## src/rtl/fetch_pkg.sv

```systemverilog
// -----------------------------------------------------------------------------
// fetch_pkg
// Shared definitions for the instruction-fetch stage: FSM state encoding,
// opcode constants used to build the bubble word, and PC arithmetic helpers.
// -----------------------------------------------------------------------------
package fetch_pkg;

    // Fetch FSM states (2-bit encoding).
    typedef enum logic [1:0] {
        ST_FETCH  = 2'd0,
        ST_SQUASH = 2'd1,
        ST_HOLD   = 2'd2,
        ST_HALTED = 2'd3
    } fetch_state_t;

    // Opcode field lives in instr[15:11].
    localparam logic [4:0]  OPC_NOP  = 5'b00001;
    localparam logic [4:0]  OPC_HALT = 5'b00000;

    localparam logic [15:0] PC_STEP  = 16'd2;

    // Next sequential PC; wraps modulo 2^16 with no fault.
    function automatic logic [15:0] pc_inc(input logic [15:0] pc);
        return pc + PC_STEP;
    endfunction

    // Instructions are halfword aligned; bit 0 set means a fault.
    function automatic logic is_misaligned(input logic [15:0] pc);
        return pc[0];
    endfunction

endpackage

```

## src/rtl/fetch_hold_buf.sv

```systemverilog
// -----------------------------------------------------------------------------
// fetch_hold_buf
// Single-entry buffer that parks a fetched word (and its PC+2) while decode is
// stalled, so the memory transaction can retire without losing the word.
//
// Ports:
//   clk, rst          clock, asynchronous active-low reset
//   load              capture load_instr/load_pc_plus2, mark entry full
//   present           entry is being handed to the output registers; empty it
//   drop              discard the entry (redirect/halt); wins over load
//   load_instr        word to capture
//   load_pc_plus2     PC+2 of the word to capture
//   buf_instr         buffered word
//   buf_pc_plus2      buffered PC+2
//   buf_valid         entry holds a real instruction
// -----------------------------------------------------------------------------
module fetch_hold_buf
    import fetch_pkg::*;
(
    input  logic        clk,
    input  logic        rst,
    input  logic        load,
    input  logic        present,
    input  logic        drop,
    input  logic [15:0] load_instr,
    input  logic [15:0] load_pc_plus2,
    output logic [15:0] buf_instr,
    output logic [15:0] buf_pc_plus2,
    output logic        buf_valid
);

    logic [15:0] instr_r;
    logic [15:0] pc_plus2_r;
    logic        valid_r;

    // Entry storage: drop beats load, load beats present.
    always_ff @(posedge clk or negedge rst) begin
        if (!rst) begin
            instr_r    <= {OPC_NOP, 11'd0};
            pc_plus2_r <= 16'd0;
            valid_r    <= 1'b0;
        end else if (drop) begin
            valid_r    <= 1'b0;
        end else if (load) begin
            instr_r    <= load_instr;
            pc_plus2_r <= load_pc_plus2;
            valid_r    <= 1'b1;
        end else if (present) begin
            valid_r    <= 1'b0;
        end else begin
            valid_r    <= valid_r;
        end
    end

    assign buf_instr    = instr_r;
    assign buf_pc_plus2 = pc_plus2_r;
    assign buf_valid    = valid_r;

endmodule

```

## src/rtl/fetch_stage.sv

```systemverilog
// -----------------------------------------------------------------------------
// fetch_stage
// Instruction-fetch stage: owns the PC, runs a req/done handshake with a
// variable-latency instruction memory and feeds decode through registered
// outputs. Handles decode stall (hold buffer), redirect with squash of the
// in-flight request, misaligned-PC fault and halt.
//
// Optional build macro: FETCH_STALL_CNT_EN adds output stallCycles, a
// saturating count of cycles with imem_req=1 and imem_done=0.
//
// Ports:
//   clk          clock, rising edge
//   rst          asynchronous active-low reset
//   stall        decode cannot accept; hold outputs
//   redirect     taken branch/jump resolved downstream
//   redirectPC   redirect target
//   haltReq      HALT committed downstream
//   imem_req     fetch request (registered)
//   imem_addr    fetch address, stable while imem_req=1 (registered)
//   imem_rdata   returned word, valid with imem_done
//   imem_done    one-cycle completion pulse
//   instr        instruction to decode (NOP_INSTR when valid=0)
//   pcPlus2      PC of instr + 2
//   valid        instr is real
//   align_err_i  slot carries a misaligned-fetch fault
//   halted       fetch permanently stopped
//   stallCycles  (FETCH_STALL_CNT_EN only) memory wait-cycle counter
// -----------------------------------------------------------------------------
module fetch_stage
    import fetch_pkg::*;
#(
    parameter logic [15:0] RESET_PC  = 16'h0000,
    parameter logic [15:0] NOP_INSTR = {OPC_NOP, 11'd0}
)
(
    input  logic        clk,
    input  logic        rst,
    input  logic        stall,
    input  logic        redirect,
    input  logic [15:0] redirectPC,
    input  logic        haltReq,
    output logic        imem_req,
    output logic [15:0] imem_addr,
    input  logic [15:0] imem_rdata,
    input  logic        imem_done,
    output logic [15:0] instr,
    output logic [15:0] pcPlus2,
    output logic        valid,
    output logic        align_err_i,
    output logic        halted
`ifdef FETCH_STALL_CNT_EN
    ,
    output logic [15:0] stallCycles
`endif
);

    fetch_state_t state_r, state_nx;
    logic [15:0]  pc_r, pc_nx;
    logic         halt_pend_r, halt_pend_nx;
    logic         req_r, req_nx_s;
    logic [15:0]  addr_r, addr_nx_s;
    logic         halted_r;

    logic [15:0]  instr_r, pc_plus2_r;
    logic         valid_r, align_err_r;

    logic         out_upd_s, out_valid_s, out_aerr_s;
    logic [15:0]  out_instr_s, out_pc_plus2_s;

    logic         buf_load_s, buf_present_s, buf_drop_s;
    logic [15:0]  buf_instr_s, buf_pc_plus2_s;
    logic         buf_valid_s;

    logic         done_s, outstanding_s;

    // A completion only counts against a request we actually issued.
    assign done_s        = req_r & imem_done;
    assign outstanding_s = req_r & ~imem_done;

    fetch_hold_buf u_hold_buf (
        .clk           (clk),
        .rst           (rst),
        .load          (buf_load_s),
        .present       (buf_present_s),
        .drop          (buf_drop_s),
        .load_instr    (imem_rdata),
        .load_pc_plus2 (pc_inc(pc_r)),
        .buf_instr     (buf_instr_s),
        .buf_pc_plus2  (buf_pc_plus2_s),
        .buf_valid     (buf_valid_s)
    );

    // Next-state, next-PC, hold-buffer controls and output-register values.
    always_comb begin
        state_nx       = state_r;
        pc_nx          = pc_r;
        halt_pend_nx   = halt_pend_r;
        buf_load_s     = 1'b0;
        buf_present_s  = 1'b0;
        buf_drop_s     = 1'b0;
        // Outputs freeze under stall, otherwise fall back to a bubble.
        out_upd_s      = ~stall;
        out_instr_s    = NOP_INSTR;
        out_pc_plus2_s = pc_plus2_r;
        out_valid_s    = 1'b0;
        out_aerr_s     = 1'b0;

        case (state_r)
            ST_FETCH: begin
                if (haltReq) begin
                    out_upd_s = 1'b1;
                    // Let an in-flight request finish before going quiet.
                    if (outstanding_s) begin
                        state_nx     = ST_SQUASH;
                        halt_pend_nx = 1'b1;
                    end else begin
                        state_nx     = ST_HALTED;
                    end
                end else if (redirect) begin
                    out_upd_s = 1'b1;
                    pc_nx     = redirectPC;
                    if (outstanding_s) begin
                        state_nx = ST_SQUASH;
                    end else begin
                        state_nx = ST_FETCH;
                    end
                end else if (is_misaligned(pc_r)) begin
                    // No request was issued; emit the fault slot once decode takes it.
                    if (!stall) begin
                        out_valid_s    = 1'b1;
                        out_aerr_s     = 1'b1;
                        out_pc_plus2_s = pc_inc(pc_r);
                        state_nx       = ST_HALTED;
                    end else begin
                        state_nx       = ST_FETCH;
                    end
                end else if (done_s) begin
                    pc_nx = pc_inc(pc_r);
                    if (!stall) begin
                        out_instr_s    = imem_rdata;
                        out_pc_plus2_s = pc_inc(pc_r);
                        out_valid_s    = 1'b1;
                        state_nx       = ST_FETCH;
                    end else begin
                        buf_load_s     = 1'b1;
                        state_nx       = ST_HOLD;
                    end
                end else begin
                    state_nx = ST_FETCH;
                end
            end

            ST_SQUASH: begin
                // The old request is still on the bus; its word is thrown away.
                if (haltReq || halt_pend_r) begin
                    halt_pend_nx = 1'b1;
                    out_upd_s    = 1'b1;
                end else if (redirect) begin
                    pc_nx        = redirectPC;
                    out_upd_s    = 1'b1;
                end else begin
                    halt_pend_nx = 1'b0;
                end
                if (done_s) begin
                    state_nx = (haltReq || halt_pend_r) ? ST_HALTED : ST_FETCH;
                end else begin
                    state_nx = ST_SQUASH;
                end
            end

            ST_HOLD: begin
                if (haltReq) begin
                    buf_drop_s = 1'b1;
                    out_upd_s  = 1'b1;
                    state_nx   = ST_HALTED;
                end else if (redirect) begin
                    buf_drop_s = 1'b1;
                    out_upd_s  = 1'b1;
                    pc_nx      = redirectPC;
                    state_nx   = ST_FETCH;
                end else if (!stall) begin
                    buf_present_s  = 1'b1;
                    out_instr_s    = buf_instr_s;
                    out_pc_plus2_s = buf_pc_plus2_s;
                    out_valid_s    = buf_valid_s;
                    state_nx       = ST_FETCH;
                end else begin
                    state_nx = ST_HOLD;
                end
            end

            ST_HALTED: begin
                out_upd_s = 1'b1;
                state_nx  = ST_HALTED;
            end

            default: begin
                state_nx = ST_FETCH;
            end
        endcase
    end

    // Request is a function of where we land next; SQUASH keeps the old address.
    assign req_nx_s  = ((state_nx == ST_FETCH) && !is_misaligned(pc_nx)) ||
                       (state_nx == ST_SQUASH);
    assign addr_nx_s = (state_nx == ST_SQUASH) ? addr_r : pc_nx;

    // FSM, PC and memory-interface registers.
    always_ff @(posedge clk or negedge rst) begin
        if (!rst) begin
            state_r     <= ST_FETCH;
            pc_r        <= RESET_PC;
            halt_pend_r <= 1'b0;
            req_r       <= 1'b0;
            addr_r      <= RESET_PC;
            halted_r    <= 1'b0;
        end else begin
            state_r     <= state_nx;
            pc_r        <= pc_nx;
            halt_pend_r <= halt_pend_nx;
            req_r       <= req_nx_s;
            addr_r      <= addr_nx_s;
            halted_r    <= (state_nx == ST_HALTED);
        end
    end

    // Decode-facing output registers.
    always_ff @(posedge clk or negedge rst) begin
        if (!rst) begin
            instr_r     <= NOP_INSTR;
            pc_plus2_r  <= pc_inc(RESET_PC);
            valid_r     <= 1'b0;
            align_err_r <= 1'b0;
        end else if (out_upd_s) begin
            instr_r     <= out_instr_s;
            pc_plus2_r  <= out_pc_plus2_s;
            valid_r     <= out_valid_s;
            align_err_r <= out_aerr_s;
        end else begin
            valid_r     <= valid_r;
        end
    end

    assign imem_req    = req_r;
    assign imem_addr   = addr_r;
    assign instr       = instr_r;
    assign pcPlus2     = pc_plus2_r;
    assign valid       = valid_r;
    assign align_err_i = align_err_r;
    assign halted      = halted_r;

`ifdef FETCH_STALL_CNT_EN
    logic [15:0] stall_cnt_r;

    // Memory wait-cycle counter, saturating at all-ones.
    always_ff @(posedge clk or negedge rst) begin
        if (!rst) begin
            stall_cnt_r <= 16'd0;
        end else if (req_r && !imem_done && (stall_cnt_r != 16'hFFFF)) begin
            stall_cnt_r <= stall_cnt_r + 16'd1;
        end else begin
            stall_cnt_r <= stall_cnt_r;
        end
    end

    assign stallCycles = stall_cnt_r;
`endif

endmodule

```

## config.mk

```make
export PLATFORM = sky130hd
export DESIGN_NAME = fetch_stage
export DESIGN_NICKNAME = d
export VERILOG_FILES = /design/src/rtl/fetch_pkg.sv /design/src/rtl/fetch_hold_buf.sv /design/src/rtl/fetch_stage.sv
export SDC_FILE = /design/constraint.sdc
export NUM_CORES = 1
export LEC_CHECK = 0
export CORE_MARGIN = 4
export CORE_UTILIZATION = 55
export CTS_BUF_LIST = sky130_fd_sc_hd__clkbuf_2
export DETAILED_ROUTE_END_ITERATION = 8
export GPL_TIMING_DRIVEN = 0
export PLACE_DENSITY = 0.89
export SETUP_SLACK_MARGIN = 0.4
export SYNTH_ARGS = -nofsm -noshare
export SYNTH_HDL_FRONTEND = slang
export SYNTH_SLANG_ARGS = --single-unit
export TNS_END_PERCENT = 30
```

## constraint.sdc

```tcl
create_clock -name clk -period 2.8 [get_ports clk]
set_input_delay 0.84 -clock clk [delete_from_list [all_inputs] [get_ports clk]]
set_output_delay 0.84 -clock clk [all_outputs]
set_load 0.01 [all_outputs]
```

======== After elaboration in Yosys (flattened, before gate mapping) ========
Index checks and enable logic that the tools add are counted.
operators by class
  equality and inequality tests ........... 14
  bitwise logic cells ..................... 5
  add/sub/neg operators ................... 1
  muxes and demuxes ....................... 76
  reductions and logical operators ........ 13
operators by type and width
  operator                                                          number
  16-bit two-way mux                                                23
  16-bit one-hot mux with 2 select lines                            2
  16-bit one-hot mux with 3 select lines                            1
  1-bit two-way mux                                                 35
  2-bit two-way mux                                                 11
  16-bit by 2-bit adder with 16-bit output (second input constant)  1
  2-bit inequality test (second input constant)                     7
  2-bit one-hot mux with 4 select lines                             1
  8-bit AND reduction                                               1
  2-bit == test (second input constant)                             3
  3-bit inequality test (second input constant)                     2
  2-bit by 1-bit == test with 1-bit output (second input constant)  2
  2-bit logical NOT                                                 2
  1-bit one-hot mux with 2 select lines                             2
  4-bit AND reduction                                               1
  2-bit nonzero test                                                2
  1-bit inverter                                                    3
  1-bit one-hot mux with 3 select lines                             1
  3-bit nonzero test                                                1
  1-bit bitwise AND                                                 2
  1-bit logical OR                                                  2
  2-bit AND reduction                                               1
  2-bit OR reduction                                                1
  1-bit logical AND                                                 1
  1-bit logical NOT                                                 1
word-level totals
  bits in registers ....................... 104
  input port bits ......................... 38
  logic and storage cells ................. 122

======== Longest topological paths before layout ========
  depth in word-level cells ............... 9
  mapped depth ............................ 9
  depth with buffers taken out ............ 6

======== By module ========
Synthesis repeated with hierarchy kept, for this count alone.
second synthesis, totals
  cell total of the unflattened synthesis .. 465
  area total of the unflattened synthesis .. 5286.3 um^2
modules (own cells, without submodules)
  module          cells an instance  seq. area each (um^2)  area an instance (um^2)  instances
  fetch_stage     392                1779.2                 3886.2                   1
  fetch_hold_buf  73                 827.0                  1400.1                   1

======== Worst setup path before layout ========
Ideal clock, no wire load.
  kind .................................... input -> register
  start ................................... in haltReq
  end ..................................... reg addr_r[4] (netlist: imem_addr[4])
  setup time .............................. 0.125 ns
  arrival time ............................ 2.300 ns
  slack ................................... 0.375 ns
  buffers on the path ..................... 2
  stages on the path ...................... 7
  cells stage by stage .................... buf_2 > buf_2 > or3b_2 > mux2i_1 > a211oi_1 > a31o_2 > mux2_2
between the ends
  elaborated cells between the ends (all ways) .. 11
RTL lines
  item                                        RTL line            RTL
  start: declaration                          fetch_stage.sv:41   input logic haltReq,
  1-bit logical OR                            fetch_stage.sv:155  if (haltReq || halt_pend_r) begin
  16-bit two-way mux                          fetch_stage.sv:155
  16-bit one-hot mux with 3 select lines (*)  fetch_stage.sv:108  case (state_r)
  net pc_nx[4]                                fetch_stage.sv:58   logic [15:0] pc_r, pc_nx;
  end signal: assignment                      fetch_stage.sv:222  addr_r <= addr_nx_s;
  end: declaration                            fetch_stage.sv:61   logic [15:0] addr_r, addr_nx_s;
Mark *: on every way through the listed nets, which the timed path passes. The rest lies on a longest branch.
A chain may end at the register's enable or synchronous reset.

======== Worst setup path after layout ========
  start ................................... in redirect
  end ..................................... reg addr_r[10] (netlist: imem_addr[10])
between the ends
  elaborated cells between the ends (all ways) .. 12
RTL lines
  item                                        RTL line                                                    RTL
  start: declaration                          fetch_stage.sv:39                                           input logic redirect,
  16-bit two-way mux (on tied branches)       fetch_stage.sv:158, fetch_stage.sv:176, fetch_stage.sv:119
  16-bit two-way mux (on tied branches)       fetch_stage.sv:172, fetch_stage.sv:110, fetch_stage.sv:155
  16-bit one-hot mux with 3 select lines (*)  fetch_stage.sv:108
  net pc_nx[10]                               fetch_stage.sv:58
Marked as above.

==> run summary <==
outcome: finished clean
Starting Density: 56.1%
Worst setup SP type: input pin
Setup WS pre-CTS: -0.478 ns
IO Count: 90
Pwr Density: 548 mW/mm^2
gp weighted congestion: 0.967
Critical path origin: redirect
CTS max path bufs: 2
commonest non-fill, non-tap cell in the layout: dfrtp_1
WS Path Type: input pin to flip-flop
Fillers: 719
Vias: 4971
RSZ-0062 raised after global routing: yes
Max Cap Viol: 0
Worst Setup End Kind: flip-flop
setup violators final: 0
Seq. cell area: 0.00261 mm^2
final net count: 693
Pre-antenna DRT Iters: 6
die area: 0.0115 mm^2
Synthesized Nets: 580
count of pins over their slew limit: 0
DIE WIDTH: 107 um
FMAX: 406 MHz
global-route wire length before repair: 25500 um
Ant. Diodes: 0
total track usage: 28.3%
H-tree level count: 3
area of the multi-input gates: 0.00261 mm^2
Cell Rows: 36
Hold WS: 0.133 ns
Core ar.: 0.00968 mm^2
class of the worst hold path: input pin to asynchronous set/reset pin
worst-skew pair later-pin latency: 0.63 ns
worst setup margin: 0.335 ns
leakage: 3.23 nW
Synth Instances: 541
HPWL after DPL: 11400 um
CP Max Fanout: 10
clk_skew: 0.0323 ns
Slew @ Worst Pin: 0.916 ns
Initial DRC Count: 564
initial antenna violation count: 0
Die Height: 107 um
IO Port Bufs: 88
Final ANT Viol Nets: 0
total wire length: 16300 um
CTS tree: done
Seq cells post-synth: 104
Post-synth EDFFs: 0
Cell variety after synth: 68
clock slew at reported path FFs: 0.32 ns
fraction of layout cells with a size suffix above 1: 19.4%
slew margin rel.: 38.4%
Tcrit/Tclk final: 88.0%
largest net degree at the start of global routing: 63
Num CTS Buffers: 9
global route overflow: 0
Seq/Total Area, Yosys: 47.9%
commonest non-fill, non-tap cells in the layout: dfrtp_1, clkdlybuf4s50_1, nand2_1
Total Neg Setup Slack: 0 ns
required time of the critical path: 3.38 ns
vias in the first global route: 4852
Yosys Warn Count: 0
Period minus WS final: 2.46 ns
P&R area growth vs syn: 25.7%
Crit Reg-Reg Startpoint: state_r[0]
Peak VDD IR: 0.373 mV
area of the mapped netlist: 0.00544 mm^2
dominant synthesized flop cell: dfrtp_1
CP arrival: 3.04 ns
ys async rst share: 100%
WL per Instance: 20.5 um
DRC violations left: 0
Final Hold Fails: 0
CTS root buffer: clkbuf_2
Vias/cell: 6.28
Sink Count: 104
Syn Area/Cell: 10.1 um^2
==> worst max-delay path: stages <==
cell	delay, ns
clkdlybuf4s50_1	0.57
buf_4	0.22
buf_4	0.19
nor2b_4	0.24
o21ai_0	0.23
a2111o_1	0.49
mux2_2	0.27
==> cells by family (layout without fill, tap and decap cells) <==
kind of cell | Yosys count | in the layout | synth area share (%)
AOI/OAI and AO/OA | 156 | 156 | 20.6
xor gates and xnor gates | 15 | 15 | 2.42
adders and majority gates | 1 | 1 | 0.230
buffers and inverters | 73 | 191 | 5.80
DFF | 104 | 104 | 47.9
muxes | 37 | 37 | 7.52
and+or+nand+nor | 155 | 155 | 15.5
==> flip-flops by register name, indices dropped and copies added, names as in the netlist <==
| name | count |
|---|---|
| halt_pend_r | 1 |
| instr | 16 |
| u_hold_buf.buf_instr | 16 |
| u_hold_buf.buf_pc_plus2 | 16 |
| u_hold_buf.buf_valid | 1 |
| pcPlus2 | 16 |
| valid | 1 |
| align_err_i | 1 |
| pc_r | 16 |
| imem_req | 1 |
| state_r | 2 |
| imem_addr | 16 |
| halted | 1 |
==> cell type report <==
class                   count  area share [%]
multi-input cells         364            38.1
repair buffers            102            14.7
inverters                  27            1.48
clock buffers               9           0.659
plain buffers              46            3.51
flip-flops and latches    104            38.1
well taps                 133            2.43
clock inverters             7           0.915
==> power by group <==
part / internal (W) / total [W] / switching [W]
combinational: 0.000578 / 0.00117 / 0.000593
clock: 0.000140 / 0.000702 / 0.000562
sequential: 0.00170 / 0.00187 / 0.000170
==> cell usage after synthesis, types with 4 or more instances <==
cell      number  area share (%)
nand3b_1       7            0.97
nand2b_1       5            0.58
a21o_1        12             1.7
xnor2_1       10             1.6
nand2_1       49             3.4
a21oi_1       20             1.8
a222oi_1      16             2.9
o31ai_1        5            0.69
nor2b_1        8            0.92
buf_1          6            0.41
nand3_1       11             1.0
o21ai_0       40             3.7
dfrtp_1      101              46
nor3_1         5            0.46
and3_1         6            0.69
inv_1         27             1.9
buf_2         18             1.7
nor2_1        32             2.2
a221oi_1       8             1.3
nor4_1         6            0.69
xor2_1         5            0.81
mux2i_1        6             1.1
clkbuf_1      18             1.2
nand4_1        4            0.46
a211oi_1      13             1.8
o221ai_1       4            0.64
mux2_2        31             6.4
==> per-stage QoR <==
step	cell area, um^2	utilization [%]	std cells	power, W
final	6840	70.6	792	0.00375
after global routing	6840	70.6	792	0.00393
after CTS	6690	69.0	785	0.00370
after detailed placement	6510	67.2	763	0.00301
after global placement	6490	67.0	762	0.00296
after floorplan	5440	-	541	0.00248
==> worst paths after layout <==
check                      cells after the start  slack, ns             to
max in group asynchronous                      2       1.88     pcPlus2[1]
min in group clk                               2       0.50     pcPlus2[1]
max                                            7       0.34  imem_addr[10]
max reg2reg                                    7       0.46   imem_addr[3]
min                                            1       0.13      instr[13]
min reg2reg                                    2       0.50     pcPlus2[1]
==> timing repair <==
action / CTS / global route
resized for setup: 18 / 42
pin swaps: 0 / 2
hold endpoints to repair: 0 / 0
hold buffers: 0 / 0
setup buffers: 6 / 7
setup endpoints to repair: 78 / 95
==> metal layers <==
layer	track usage (%)	vias up	wire length (um)
li1	-	2216	-
met1	38.4	2400	6580
met2	46.0	307	7930
met3	4.74	48	1300
met4	10.4	0	440
met5	0	-	0
Note: power is estimated with default switching activity, not from simulation.
